## src/rtl/serial_sub_ctrl_if.sv

```systemverilog
// Request/result bundle between a requester and the bit-serial subtract controller.
interface serial_sub_ctrl_if #(
    parameter int WIDTH = 8
);
    logic             start;
    logic [WIDTH-1:0] a;
    logic [WIDTH-1:0] b;
    logic             busy;
    logic             done;
    logic [WIDTH-1:0] diff;
    logic             barr;

    modport master (output start, a, b, input busy, done, diff, barr);
    modport slave  (input start, a, b, output busy, done, diff, barr);
endinterface

```

## src/rtl/serial_sub_ctrl.sv

```systemverilog
// Bit-serial a-b controller driving one full-subtractor cell over WIDTH cycles.
// Optional SERIAL_SUB_SAT_EN: clamp diff to zero when the final borrow is set.
module serial_sub_ctrl #(
    parameter int WIDTH = 8
) (
    input logic              clk,
    input logic              rst,
    serial_sub_ctrl_if.slave bus
);
    localparam int CW = $clog2(WIDTH + 1);
    localparam logic [CW-1:0] LAST = CW'(WIDTH - 1);

    typedef enum logic [1:0] {IDLE, RUN, DONE} state_t;

    state_t           state_q, state_d;
    logic [WIDTH-1:0] sa_q, sa_d, sb_q, sb_d;
    logic             bor_q, bor_d;
    logic [CW-1:0]    cnt_q, cnt_d;
    logic [WIDTH-1:0] diff_q, diff_d;
    logic             barr_q, barr_d;
    logic             load, step;
    logic             d_bit, bout;
    logic [WIDTH-1:0] res_shift;
    logic [WIDTH-1:0] final_diff;

    assign d_bit = sa_q[0] ^ sb_q[0] ^ bor_q;
    assign bout  = (~sa_q[0] & sb_q[0]) | (~sa_q[0] & bor_q) | (sb_q[0] & bor_q);

    // res_shift is the result register after this step's bit enters at the MSB.
    generate
        if (WIDTH == 1) begin : g_res_w1
            assign res_shift = d_bit;
        end else begin : g_res
            logic [WIDTH-2:0] res_q;
            assign res_shift = {d_bit, res_q};
            always_ff @(posedge clk) begin
                if (rst || load) res_q <= '0;
                else if (step)   res_q <= res_shift[WIDTH-1:1];
            end
        end
    endgenerate

`ifdef SERIAL_SUB_SAT_EN
    assign final_diff = bout ? '0 : res_shift;
`else
    assign final_diff = res_shift;
`endif

    always_ff @(posedge clk) begin
        if (rst) begin
            state_q <= IDLE;
            sa_q    <= '0;
            sb_q    <= '0;
            bor_q   <= 1'b0;
            cnt_q   <= '0;
            diff_q  <= '0;
            barr_q  <= 1'b0;
        end else begin
            state_q <= state_d;
            sa_q    <= sa_d;
            sb_q    <= sb_d;
            bor_q   <= bor_d;
            cnt_q   <= cnt_d;
            diff_q  <= diff_d;
            barr_q  <= barr_d;
        end
    end

    always_comb begin
        state_d = state_q;
        sa_d    = sa_q;
        sb_d    = sb_q;
        bor_d   = bor_q;
        cnt_d   = cnt_q;
        diff_d  = diff_q;
        barr_d  = barr_q;
        load    = 1'b0;
        step    = 1'b0;
        case (state_q)
            RUN: begin
                step  = 1'b1;
                sa_d  = sa_q >> 1;
                sb_d  = sb_q >> 1;
                bor_d = bout;
                cnt_d = cnt_q + 1'b1;
                if (cnt_q == LAST) begin
                    diff_d  = final_diff;
                    barr_d  = bout;
                    state_d = DONE;
                end
            end
            default: begin
                // IDLE and DONE accept a new request identically.
                state_d = IDLE;
                if (bus.start) begin
                    load    = 1'b1;
                    sa_d    = bus.a;
                    sb_d    = bus.b;
                    bor_d   = 1'b0;
                    cnt_d   = '0;
                    state_d = RUN;
                end
            end
        endcase
    end

    assign bus.busy = (state_q == RUN);
    assign bus.done = (state_q == DONE);
    assign bus.diff = diff_q;
    assign bus.barr = barr_q;
endmodule
```

## src/flat_wrapper.sv

```systemverilog
// flat-port wrapper written by rule: the top's interface ports become plain ports
module serial_sub_ctrl_flat 
#(
    parameter int WIDTH = 8
)
  (clk, rst, bus_start, bus_a, bus_b, bus_busy, bus_done, bus_diff, bus_barr);
  serial_sub_ctrl_if #(.WIDTH(WIDTH)) bus_i ();
  input logic clk;
  input logic rst;
  input wire logic [$bits(bus_i.start)-1:0] bus_start;
  input wire logic [$bits(bus_i.a)-1:0] bus_a;
  input wire logic [$bits(bus_i.b)-1:0] bus_b;
  output wire logic [$bits(bus_i.busy)-1:0] bus_busy;
  output wire logic [$bits(bus_i.done)-1:0] bus_done;
  output wire logic [$bits(bus_i.diff)-1:0] bus_diff;
  output wire logic [$bits(bus_i.barr)-1:0] bus_barr;
  assign bus_i.start = bus_start;
  assign bus_i.a = bus_a;
  assign bus_i.b = bus_b;
  assign bus_busy = bus_i.busy;
  assign bus_done = bus_i.done;
  assign bus_diff = bus_i.diff;
  assign bus_barr = bus_i.barr;
  serial_sub_ctrl #(.WIDTH(WIDTH)) u_core (.clk(clk), .rst(rst), .bus(bus_i));
endmodule
```

## config.mk

```make
export PLATFORM = sky130hd
export DESIGN_NAME = serial_sub_ctrl_flat
export DESIGN_NICKNAME = d
export VERILOG_FILES = /design/src/rtl/serial_sub_ctrl_if.sv /design/src/rtl/serial_sub_ctrl.sv /design/src/flat_wrapper.sv
export SDC_FILE = /design/constraint.sdc
export NUM_CORES = 1
export LEC_CHECK = 0
export ABC_AREA = 0
export CORE_UTILIZATION = 50
export DETAILED_ROUTE_END_ITERATION = 7
export PLACE_DENSITY = 0.77
export SETUP_SLACK_MARGIN = 0.2
export SLEW_MARGIN = 20
export SYNTH_ARGS = -nofsm -noshare
export SYNTH_HDL_FRONTEND = slang
export SYNTH_SLANG_ARGS = --single-unit
```

## constraint.sdc

```tcl
create_clock -name clk -period 1.75 [get_ports clk]
set_input_delay 0.175 -clock clk [delete_from_list [all_inputs] [get_ports clk]]
set_output_delay 0.175 -clock clk [all_outputs]
set_load 0.02 [all_outputs]
```

## Word level (Yosys, flattened, before mapping)

Index checks and enable logic that the tools add are counted.

| operators by class | value |
|---|---|
| $add $sub $neg | 1 |
| equal/unequal tests | 4 |
| mux-type cells | 14 |
| bitwise gates (word level) | 8 |
| reduce and logical (&&, ||, !) cells | 4 |

Operator list:

| cell | number |
|---|---|
| 2-to-1 mux 7 bit | 4 |
| 2-to-1 mux 4 bit | 2 |
| 2-to-1 mux 1 bit | 6 |
| adder 4 x 1 -> 4 bit, second input constant | 1 |
| equality test 4 x 3 -> 1 bit, second input constant | 1 |
| 2-to-1 mux 2 bit | 2 |
| AND 1 bit | 3 |
| equality test 2 x 1 -> 1 bit, second input constant | 1 |
| equality test 2 bit, second input constant | 1 |
| != test 2 x 1 -> 1 bit, second input constant | 1 |
| bitwise OR 1 bit | 2 |
| AND reduction 2 bit | 1 |
| nonzero test 2 bit | 1 |
| OR reduction 2 bit | 1 |
| bitwise XOR 1 bit | 2 |
| logical OR 1 bit | 1 |
| inverter 1 bit | 1 |

| word-level totals | value |
|---|---|
| register bits | 39 |
| input bits | 19 |

## Depth between registers and ports, before layout

Gate-level depths: netlist of the first run.

| depth | value |
|---|---|
| depth in word-level cells | 5 |
| gate-level depth with buffers | 6 |

## Least setup slack after synthesis of the first run

No wires, ideal clock.

| path | value |
|---|---|
| path kind | register to register |
| start | register u_core.state_q[1] |
| end | register u_core.cnt_q[2] |
| arrival | 1128 ps |
| data required time | 1671 ps |
| slack | 543 ps |
| cell stages (with the launch flop) | 6 |
| buffers on the path | 1 |
| period minus slack after synthesis | 1207 ps |
| path through | dfxtp_1 > nand2b_2 > inv_2 > buf_6 > mux2_4 > a211oi_2 |

| on the way | value |
|---|---|
| word-level cells in the longest chain between the ends | 2 |
| elaborated cells on any way between the ends | 3 |
| those cells by class | eq/ne: 1; mux: 1; reduce/logical: 1 |

Ends and longest elaborated chain:

| what | line | RTL |
|---|---|---|
| start: declaration | serial_sub_ctrl.sv:15 | `state_t state_q, state_d;` |
| start signal: assignment | serial_sub_ctrl.sv:59 | `state_q <= state_d;` |
| equality test 2 x 1 -> 1 bit (*) | serial_sub_ctrl.sv:79 | `case (state_q)` |
| 2-to-1 mux 4 bit or nonzero test 2 bit (tied branches) | - |  |
| end signal: assignment | serial_sub_ctrl.sv:63 | `cnt_q <= cnt_d;` |
| end: declaration | serial_sub_ctrl.sv:18 | `logic [CW-1:0] cnt_q, cnt_d;` |

Every way passes the cells marked *; elsewhere a longest branch is shown, timed or not.
A chain may end at the register's enable or synchronous reset.

## Final worst setup path of the first run

| path | value |
|---|---|
| start | register u_core.diff_q[1] (netlist: u_core.bus.diff[1]) |
| end | output bus_diff[1] |

RTL lines:

| what | line | RTL |
|---|---|---|
| start: declaration | serial_sub_ctrl.sv:19 | `logic [WIDTH-1:0] diff_q, diff_d;` |
| start signal: assignment | serial_sub_ctrl.sv:64 | `diff_q <= diff_d;` |
| end: declaration | flat_wrapper.sv:15 | `output wire logic [$bits(bus_i.diff)-1:0] bus_diff;` |

No word-level cell between the ends.

==> flow_metrics.env, run 1 <==
export IMPL_worstMarginPinSlew_ns=0.3675
export IMPL_clkTransAtPathRegs_ns=0.12
export IMPL_maxSlewHeadroom=0.7542
export IMPL_mostFrequentLayoutCell="dfxtp_1"
export IMPL_vias_per_cell=5.359
export IMPL_die_h_um=58.46
export IMPL_netlist_area_um2=1594
export IMPL_reg2reg_setup_slack_ns=0.28
export IMPL_clock_sinks=39
export IMPL_rows=20
export IMPL_drive_gt1_frac=0.1016
export IMPL_ys_warn_count=0
export IMPL_grt_pass1_vias=1169
export IMPL_die_area_um2=3418
export IMPL_final_hold_violation_count=0
export IMPL_clock_fmax_mhz=671.9
export IMPL_setup_tns_ns=0
export IMPL_cap_violations=0
export IMPL_p_int_uw=1475
export IMPL_startpoint="u_core.bus.diff[1]"
export IMPL_clock_skew_ns=0.01370
export IMPL_postCtsSetupBuffers=0
export IMPL_p_per_area_nw_per_um2=929.4
export IMPL_synth_top_cell_area_share=0.4898
export IMPL_ir_worst_vdd_uv=485.4
export IMPL_port_buffers=29
export IMPL_layout_nets=207
export IMPL_synth_main_ff_cell="dfxtp_1"
export IMPL_reg2reg_depth=5
export IMPL_switchingPower_uw=407.6
export IMPL_arrival_ns=1.31
export IMPL_filler_cell_count=244
export IMPL_fin_crit_sh=0.8505
export IMPL_seq_power_share=0.503
export IMPL_slew_viol_final=0
export IMPL_switching_share=0.2165
export IMPL_fin_crit_ns=1.488
export IMPL_cts_hold_buffers=0
export IMPL_boundaryPins=30
export IMPL_wl_per_cell_um=14.07
export IMPL_routed_wl_mm=3.251
export IMPL_ys_types=30
export IMPL_synthCells=157
export IMPL_crit_path_end_kind="primary output"
export IMPL_cp_endpoint="bus_diff[1]"
export IMPL_gp_congestion=0.7765
export IMPL_seqCellArea_um2=780.7
export IMPL_async_reset_ff_frac=0
export IMPL_syn_area_per_cell_um2=10.15
export IMPL_ys_ff_latch=39
export IMPL_synth_edff_count=0
export IMPL_ant_nets=0
export IMPL_routed_via_count=1238
export IMPL_final_cell_mix="dfxtp_1, clkdlybuf4s50_1, mux2i_1"
export IMPL_multiInputGateArea_um2=729.5
export IMPL_status="finished, final reports clean"
export IMPL_reg2reg_to="u_core.cnt_q[2]"
export IMPL_die_w_um=58.46
export IMPL_route_detailed_drc=0
export IMPL_crit_path_top_delay_cell="clkdlybuf4s50_1"
export IMPL_power_frac_clock=0.388
export IMPL_crit_type="flip-flop to primary output"
export IMPL_final_util=0.6690
export IMPL_synth_nets=178
export IMPL_finalPower_uw=1883
export IMPL_htree_levels=2
export IMPL_synth_top_cell_by_area="dfxtp_1"
export IMPL_cts_buffer_depth=2
export IMPL_seq_area_frac_synth=0.4898
export IMPL_crit_fanout=2
export IMPL_numCtsBuffers=5
export IMPL_core_um2=3028
export IMPL_initial_core_util=0.5264
export IMPL_cp_depth=1
export IMPL_cts_root_buffer="clkbuf_4"
export IMPL_start_kind="flip-flop"
export IMPL_rsz0062_at_grt="false"
export IMPL_path_cells="clkdlybuf4s50_1"
export IMPL_r2r_start="u_core.state_q[1]"
export IMPL_whs_path_depth=2
export IMPL_n_antenna_cell=0
export IMPL_required_ns=1.57
export IMPL_synth_area_top_cells="dfxtp_1, mux2i_1, a211oi_1"
export IMPL_cp_num_buf_inv=1
export IMPL_drtIter0Drc=41
export IMPL_synthToLayoutAreaGrowth_pct=27.08
export IMPL_hold_slack_ns=0.4815
export IMPL_grt_max_degree=40
export IMPL_antenna_found_initial=0
export IMPL_grt_pass1_wl_mm=5.437
export IMPL_hold_path_class="flip-flop to flip-flop"
export IMPL_clock_latency_ns=0.34
export IMPL_power_frac_comb=0.109
export IMPL_grt_ovfl_total=0
export IMPL_finalSetupViolations=0
export IMPL_first_pass_iters=4
export IMPL_p_leak_uw=0.0008035
export IMPL_grt_util_all_layers=0.2188
export IMPL_slowest_delay_ns=0.61
export IMPL_cts_tree="built"
export IMPL_dp_hpwl_mm=2.082
export IMPL_crit_family="buffers and inverters"
[synth_stat cells (all sizes together), types with 3 or more instances]
library cell and number:
buf 10, dfxtp 39, nor2 14, clkbuf 3
nand2 9, mux2i 16, nand3b 10, a21oi 11
a211oi 15, inv 4, a22o 9
[cells by family after synthesis]
logic type | count (synthesis) | synth area share
compound gates | 38 | 0.1837
fa+ha+maj | 2 | 0.02041
flops | 39 | 0.4898
buf+inv | 17 | 0.05258
simple gates | 44 | 0.1436
mux | 17 | 0.1099
[cell type report]
class	count	share of cell area
Inverter	4	0.007412
Timing Repair Buffer	35	0.1699
Tap cell	44	0.02718
Clock buffer	6	0.02038
Sequential cell	39	0.3854
Clock inverter	2	0.02965
Multi-Input combinational cell	101	0.3601
[power by group through the flow]
stage	clock network (uW)	logic, uW	registers [uW]
floorplan	0	132	961
global placement	0	199	965
detailed placement	0	205	967
CTS	740	207	947
global route	777	227	952
finish	730	206	947
[stage by stage]
step                      std cells  setup WS, ns  instance area (um2)
after global placement          223        0.2845                 1928
after detailed placement        223        0.2352                 1928
after floorplan                 157        0.5426                 1594
final                           231        0.2616                 2026
after CTS                       231        0.2137                 2027
after global routing            231        0.2066                 2026
[what timing repair did]
action / CTS / global route
gates resized for setup: 2 / 3
endpoints found under the setup margin: 2 / 2
cloned: 0 / 0
[flip-flops by register name, indices dropped and copies added, names as in the netlist]
register,count
u_core.bus.diff,8
u_core.sa_q,8
u_core.sb_q,8
u_core.g_res.res_q,7
u_core.cnt_q,4
u_core.state_q,2
u_core.bor_q,1
u_core.bus.barr,1
[routing by layer]
layer	track usage	part of all wire	vias up
met1	0.2779	0.45	577
met5	0	0	-
met4	0.09864	0.0098	0
li1	-	-	623
met2	0.3498	0.50	34
met3	0.05934	0.046	4
[worst min-delay path by stage]
stage	from	to	slack, ns
3_5_place_dp	u_core.bus.diff[5]	u_core.bus.diff[5]	0.46
3_3_place_gp	u_core.bus.diff[3]	u_core.bus.diff[3]	0.46
2_1_floorplan	rst	u_core.state_q[0]	0.35
4_1_cts	bus_a[0]	u_core.sa_q[0]	0.48
5_1_grt	bus_a[0]	u_core.sa_q[0]	0.49
6_report	u_core.g_res.res_q[3]	u_core.g_res.res_q[2]	0.48
Power figures use the tool's default switching activity.
==> inputs of run 2 (changes only) <==
--- a/config.mk
+++ b/config.mk
@@ -5,8 +5,9 @@
 export SDC_FILE = /design/constraint.sdc
 export NUM_CORES = 1
 export LEC_CHECK = 0
-export ABC_AREA = 0
+export CORE_ASPECT_RATIO = 0.5
 export CORE_UTILIZATION = 50
+export CTS_BUF_LIST = sky130_fd_sc_hd__clkbuf_4 sky130_fd_sc_hd__clkbuf_8
 export DETAILED_ROUTE_END_ITERATION = 7
 export PLACE_DENSITY = 0.77
 export SETUP_SLACK_MARGIN = 0.2
==> run 2 against run 1 <==
Via count decreased by 2.4%. Flip-flop and latch count unchanged. Power fell by 3.3%. Largest power group unchanged. Highest routed layer unchanged.
==> flow_metrics.env, run 2 (synthesized netlist as in run 1, its figures left out) <==
export IMPL_drtIter0Drc=37
export IMPL_route_detailed_drc=0
export IMPL_dp_cells=219
export IMPL_worstMarginPinSlew_ns=0.3778
export IMPL_slew_viol_final=0
export IMPL_gp_congestion=0.7778
export IMPL_rows=14
export IMPL_wl_per_cell_um=13.04
export IMPL_setup_tns_ns=0
export IMPL_final_hold_violation_count=0
export IMPL_cp_num_buf_inv=2
export IMPL_clock_skew_ns=0.003606
export IMPL_routed_wl_mm=2.961
export IMPL_crit_type="flip-flop to primary output"
export IMPL_synthToLayoutAreaGrowth_pct=27.00
export IMPL_vias_per_cell=5.322
export IMPL_crit_path_top_delay_cell="dlygate4sd2_1"
export IMPL_die_w_um=81.85
export IMPL_clkTransAtPathRegs_ns=0.07
export IMPL_filler_cell_count=247
export IMPL_first_pass_iters=4
export IMPL_drive_gt1_frac=0.1016
export IMPL_slowest_delay_ns=0.36
export IMPL_grt_pass1_vias=1133
export IMPL_crit_family="buffers and inverters"
export IMPL_n_antenna_cell=0
export IMPL_layout_nets=207
export IMPL_required_ns=1.57
export IMPL_final_cell_mix="dfxtp_1, clkdlybuf4s50_1, mux2i_1"
export IMPL_final_util=0.6719
export IMPL_fin_crit_sh=0.8391
export IMPL_grt_pass1_wl_mm=5.009
export IMPL_die_h_um=41.93
export IMPL_mostFrequentLayoutCell="dfxtp_1"
export IMPL_met1_usage=0.2580
export IMPL_cap_violations=0
export IMPL_ir_worst_vdd_uv=488.4
export IMPL_fin_crit_ns=1.468
export IMPL_grt_ovfl_total=0
export IMPL_use_met3=0.08132
export IMPL_finalPower_uw=1820
export IMPL_start_kind="flip-flop"
export IMPL_p_per_area_nw_per_um2=898.9
export IMPL_initial_core_util=0.5291
export IMPL_antenna_found_initial=0
export IMPL_clock_fmax_mhz=681.0
export IMPL_cts_tree="built"
export IMPL_ant_nets=0
export IMPL_rsz0062_at_grt="false"
export IMPL_crit_path_end_kind="primary output"
export IMPL_numCtsBuffers=5
export IMPL_clock_latency_ns=0.29
export IMPL_final_cells=227
export IMPL_routed_via_count=1208
export IMPL_path_cells="nand2b_2, inv_2, dlygate4sd2_1"
export IMPL_cts_root_buffer="clkbuf_8"
export IMPL_htree_levels=2
export IMPL_dp_hpwl_mm=1.956
export IMPL_cts_buffer_depth=2
export IMPL_arrival_ns=1.29
export IMPL_finalSetupViolations=0
export IMPL_grt_util_all_layers=0.1976
export IMPL_hold_path_class="flip-flop to flip-flop"
export IMPL_cts_hold_buffers=0
export IMPL_grtUsageMet2=0.3058
export IMPL_maxSlewHeadroom=0.7473
export IMPL_die_area_um2=3432
export IMPL_port_buffers=29
export IMPL_busiest_layer="met2"
export IMPL_boundaryPins=30
export IMPL_p_leak_uw=0.0007894
export IMPL_status="finished, final reports clean"
export IMPL_core_um2=3013
export IMPL_reg2reg_setup_slack_ns=0.44
export IMPL_clock_sinks=39
export IMPL_crit_fanout=9
export IMPL_grt_max_degree=40
[run 2: changes by cell type in the layout (fill, tap and decap cells not counted), sizes merged]
cell	delta
dlymetal6s2s	-1
dlygate4sd2	+1
bufinv	-2
clkbuf	+1
clkdlybuf4s50	+1
[run 2: final cells by class]
cell class,instances,area [um2],share of cell area
Sequential cell,39,780.7,0.3857
Timing Repair Buffer,35,345.3,0.1706
Tap cell,40,50.05,0.02472
Clock buffer,8,103.9,0.05130
Inverter,4,15.01,0.007417
Multi-Input combinational cell,101,729.5,0.3603
[run 2: path summary, 6_finish.rpt]
kind | start | to | cells past startpoint
max reg2reg | u_core.cnt_q[2] | u_core.bus.barr | 3
min | u_core.g_res.res_q[4] | u_core.g_res.res_q[3] | 2
min reg2reg | u_core.g_res.res_q[4] | u_core.g_res.res_q[3] | 2
max | u_core.state_q[1] | bus_busy | 3
[run 2: per-stage QoR]
stage                     hold WS, ns  instance area (um2)  setup WS, ns
after global placement         0.4567                 1923        0.2889
final                          0.4752                 2024        0.2816
after detailed placement       0.4604                 1923        0.2776
after floorplan                0.3497                 1594        0.5426
after CTS                      0.4733                 2024        0.2690
after global routing           0.5002                 2024        0.2151
[run 2: worst reg2reg max path, stage by stage, from the launching register on]
cell and delay (ns):
dfxtp_1 0.45, nor3b_1 0.22, and3_1 0.40, a22o_1 0.20
[run 2: repair_timing]
item | CTS | global route
buffers inserted | 0 | 0
gates resized for setup | 2 | 0
endpoints found under the setup margin | 2 | 0
[run 2: layer usage]
| metal | up-vias | part of all wire | wire, um |
|---|---|---|---|
| li1 | 616 | - | - |
| met1 | 564 | 0.50 | 1490 |
| met2 | 23 | 0.45 | 1331 |
| met5 | - | 0 | 0 |
| met3 | 5 | 0.040 | 119 |
| met4 | 0 | 0.0064 | 19 |
[run 2: report_power, final]
group,switching [uW],internal (uW),leakage (uW),total [uW]
clock,293,375,0.0000549,668
combinational,99.4,105,0.000416,205
sequential,21.9,925,0.000319,947
total,414,1410,0.000789,1820
==> inputs of run 3 (changes only) <==
--- a/config.mk
+++ b/config.mk
@@ -6,7 +6,7 @@
 export NUM_CORES = 1
 export LEC_CHECK = 0
 export CORE_ASPECT_RATIO = 0.5
-export CORE_UTILIZATION = 50
+export CORE_UTILIZATION = 48
 export CTS_BUF_LIST = sky130_fd_sc_hd__clkbuf_4 sky130_fd_sc_hd__clkbuf_8
 export DETAILED_ROUTE_END_ITERATION = 7
 export PLACE_DENSITY = 0.77
==> constraint.sdc (replaced) <==
create_clock -name clk -period 1.25 [get_ports clk]
set_input_delay 0.125 -clock clk [delete_from_list [all_inputs] [get_ports clk]]
set_output_delay 0.125 -clock clk [all_outputs]
set_load 0.02 [all_outputs]
==> run 3 against run 2 <==
The run now ends with negative setup slack left. Global-route usage is 2.7 points higher. Critical path depth unchanged. First-iteration DRC count grew 97%. Via count up 21%. Routed wire length grew 71%. Critical endpoint is now u_core.bus.diff[7].
==> flow_metrics.env, run 3 (synthesized netlist as in run 1, its figures left out) <==
export IMPL_crit_fanout=2
export IMPL_hold_path_class="input port to flip-flop"
export IMPL_finalSetupViolations=10
export IMPL_core_um2=3083
export IMPL_reg2reg_setup_slack_ns=-0.03
export IMPL_routed_wl_mm=5.059
export IMPL_p_per_area_nw_per_um2=1107
export IMPL_die_area_um2=3569
export IMPL_vias_per_cell=5.871
export IMPL_cap_violations=0
export IMPL_fin_crit_sh=1.024
export IMPL_layout_nets=229
export IMPL_antenna_found_initial=0
export IMPL_setup_tns_ns=-0.1223
export IMPL_ant_nets=0
export IMPL_violations="negative setup slack"
export IMPL_clock_latency_ns=0.30
export IMPL_reg2reg_depth=3
export IMPL_port_buffers=29
export IMPL_arrival_ns=1.48
export IMPL_worstMarginPinSlew_ns=0.3093
export IMPL_crit_path_end_kind="flip-flop"
export IMPL_cts_buffer_depth=2
export IMPL_n_antenna_cell=0
export IMPL_numCtsBuffers=5
export IMPL_die_w_um=83.50
export IMPL_whs_path_depth=4
export IMPL_grt_pass1_vias=1302
export IMPL_startpoint="u_core.bor_q"
export IMPL_clock_skew_ns=0.004947
export IMPL_boundaryPins=30
export IMPL_mostFrequentLayoutCell="dfxtp_1"
export IMPL_synthToLayoutAreaGrowth_pct=64.91
export IMPL_dp_cells=227
export IMPL_r2r_start="u_core.bor_q"
export IMPL_clock_sinks=39
export IMPL_grt_util_all_layers=0.2241
export IMPL_first_pass_iters=4
export IMPL_cts_tree="built"
export IMPL_cts_hold_buffers=0
export IMPL_drtIter0Drc=73
export IMPL_final_cells=249
export IMPL_initial_core_util=0.5170
export IMPL_wl_per_cell_um=20.32
export IMPL_maxSlewHeadroom=0.7938
export IMPL_cts_root_buffer="clkbuf_8"
export IMPL_worstHoldStart="bus_start"
export IMPL_clkTransAtPathRegs_ns=0.07
export IMPL_rows=14
export IMPL_p_leak_uw=0.001011
export IMPL_final_setup_worst_slack_ns=-0.02968
export IMPL_rsz0062_at_grt="true"
export IMPL_drive_gt1_frac=0.4928
export IMPL_htree_levels=2
export IMPL_fin_crit_ns=1.280
export IMPL_dp_hpwl_mm=2.205
export IMPL_slew_viol_final=0
export IMPL_route_detailed_drc=0
export IMPL_final_hold_violation_count=0
export IMPL_clock_fmax_mhz=781.4
export IMPL_grt_ovfl_total=0
export IMPL_gp_congestion=0.7293
export IMPL_start_kind="flip-flop"
export IMPL_filler_cell_count=152
export IMPL_routed_via_count=1462
export IMPL_required_ns=1.45
export IMPL_grt_max_degree=21
export IMPL_die_h_um=42.75
export IMPL_grt_pass1_wl_mm=6.106
export IMPL_final_cell_mix="dfxtp_1, clkdlybuf4s50_1, a211oi_2"
export IMPL_ir_worst_vdd_uv=872.5
export IMPL_status="finished with violations"
export IMPL_crit_type="flip-flop to flip-flop"
[run 3: cell count changes in the layout (fill, tap and decap cells not counted), sizes merged]
cell,previous run,this run
dlygate4sd2,2,0
dlymetal6s2s,0,1
clkdlybuf4s15,0,7
buf,6,26
clkdlybuf4s50,27,17
clkbuf,8,14
[run 3: path summary, 6_finish.rpt]
check                                           to
worst max-delay path            u_core.bus.diff[7]
worst min register to register  u_core.bus.diff[5]
worst min-delay path               u_core.cnt_q[1]
worst max register to register  u_core.bus.diff[7]
[run 3: worst max-delay path, stage by stage, from the launching register on]
cell	delay [ns]
dfxtp_2	0.34
fa_1	0.58
inv_2	0.06
a22o_1	0.20
[run 3: through the flow]
step	setup slack (ns)	power, uW	instance area [um2]	hold slack, ns	util
floorplan	0.07977	1538	1630	0.2997	-
global placement	-0.05890	1660	2011	0.4588	0.6522
detailed placement	-0.08255	1673	2011	0.4559	0.6522
CTS	-0.02084	2697	2298	0.4501	0.7455
global route	-0.05739	2992	2629	0.4185	0.8527
finish	-0.02968	2909	2629	0.4048	0.8527
[run 3: per-layer routing]
| layer | part of all wire | GRT usage | vias up |
|---|---|---|---|
| li1 | - | - | 663 |
| met1 | 0.45 | 0.2809 | 722 |
| met2 | 0.47 | 0.3754 | 60 |
| met3 | 0.068 | 0.06420 | 17 |
| met4 | 0.020 | 0.08136 | 0 |
| met5 | 0 | 0 | - |
[run 3: power by group]
part,internal (uW),total (uW),switching [uW],leakage [uW]
clock,525,972,446,0.0000549
combinational,327,583,257,0.000635
sequential,1300,1350,57.5,0.000321
total,2150,2910,760,0.00101
[run 3: layout make-up]
| class | count | area [um2] | share of cell area |
|---|---|---|---|
| timing repair buffer | 57 | 714.4 | 0.2718 |
| tap | 40 | 50.05 | 0.01904 |
| inverter | 4 | 17.52 | 0.006663 |
| multi-input combinational | 101 | 953.4 | 0.3627 |
| sequential | 39 | 789.5 | 0.3003 |
| clock buffer | 8 | 103.9 | 0.03951 |
[run 3: repair_timing]
item / 4_1_cts / 5_1_grt
setup endpoints to repair: 38 / 42
pin swaps: 18 / 15
gates resized for setup: 73 / 43
cloned: 1 / 6
setup buffers: 2 / 5
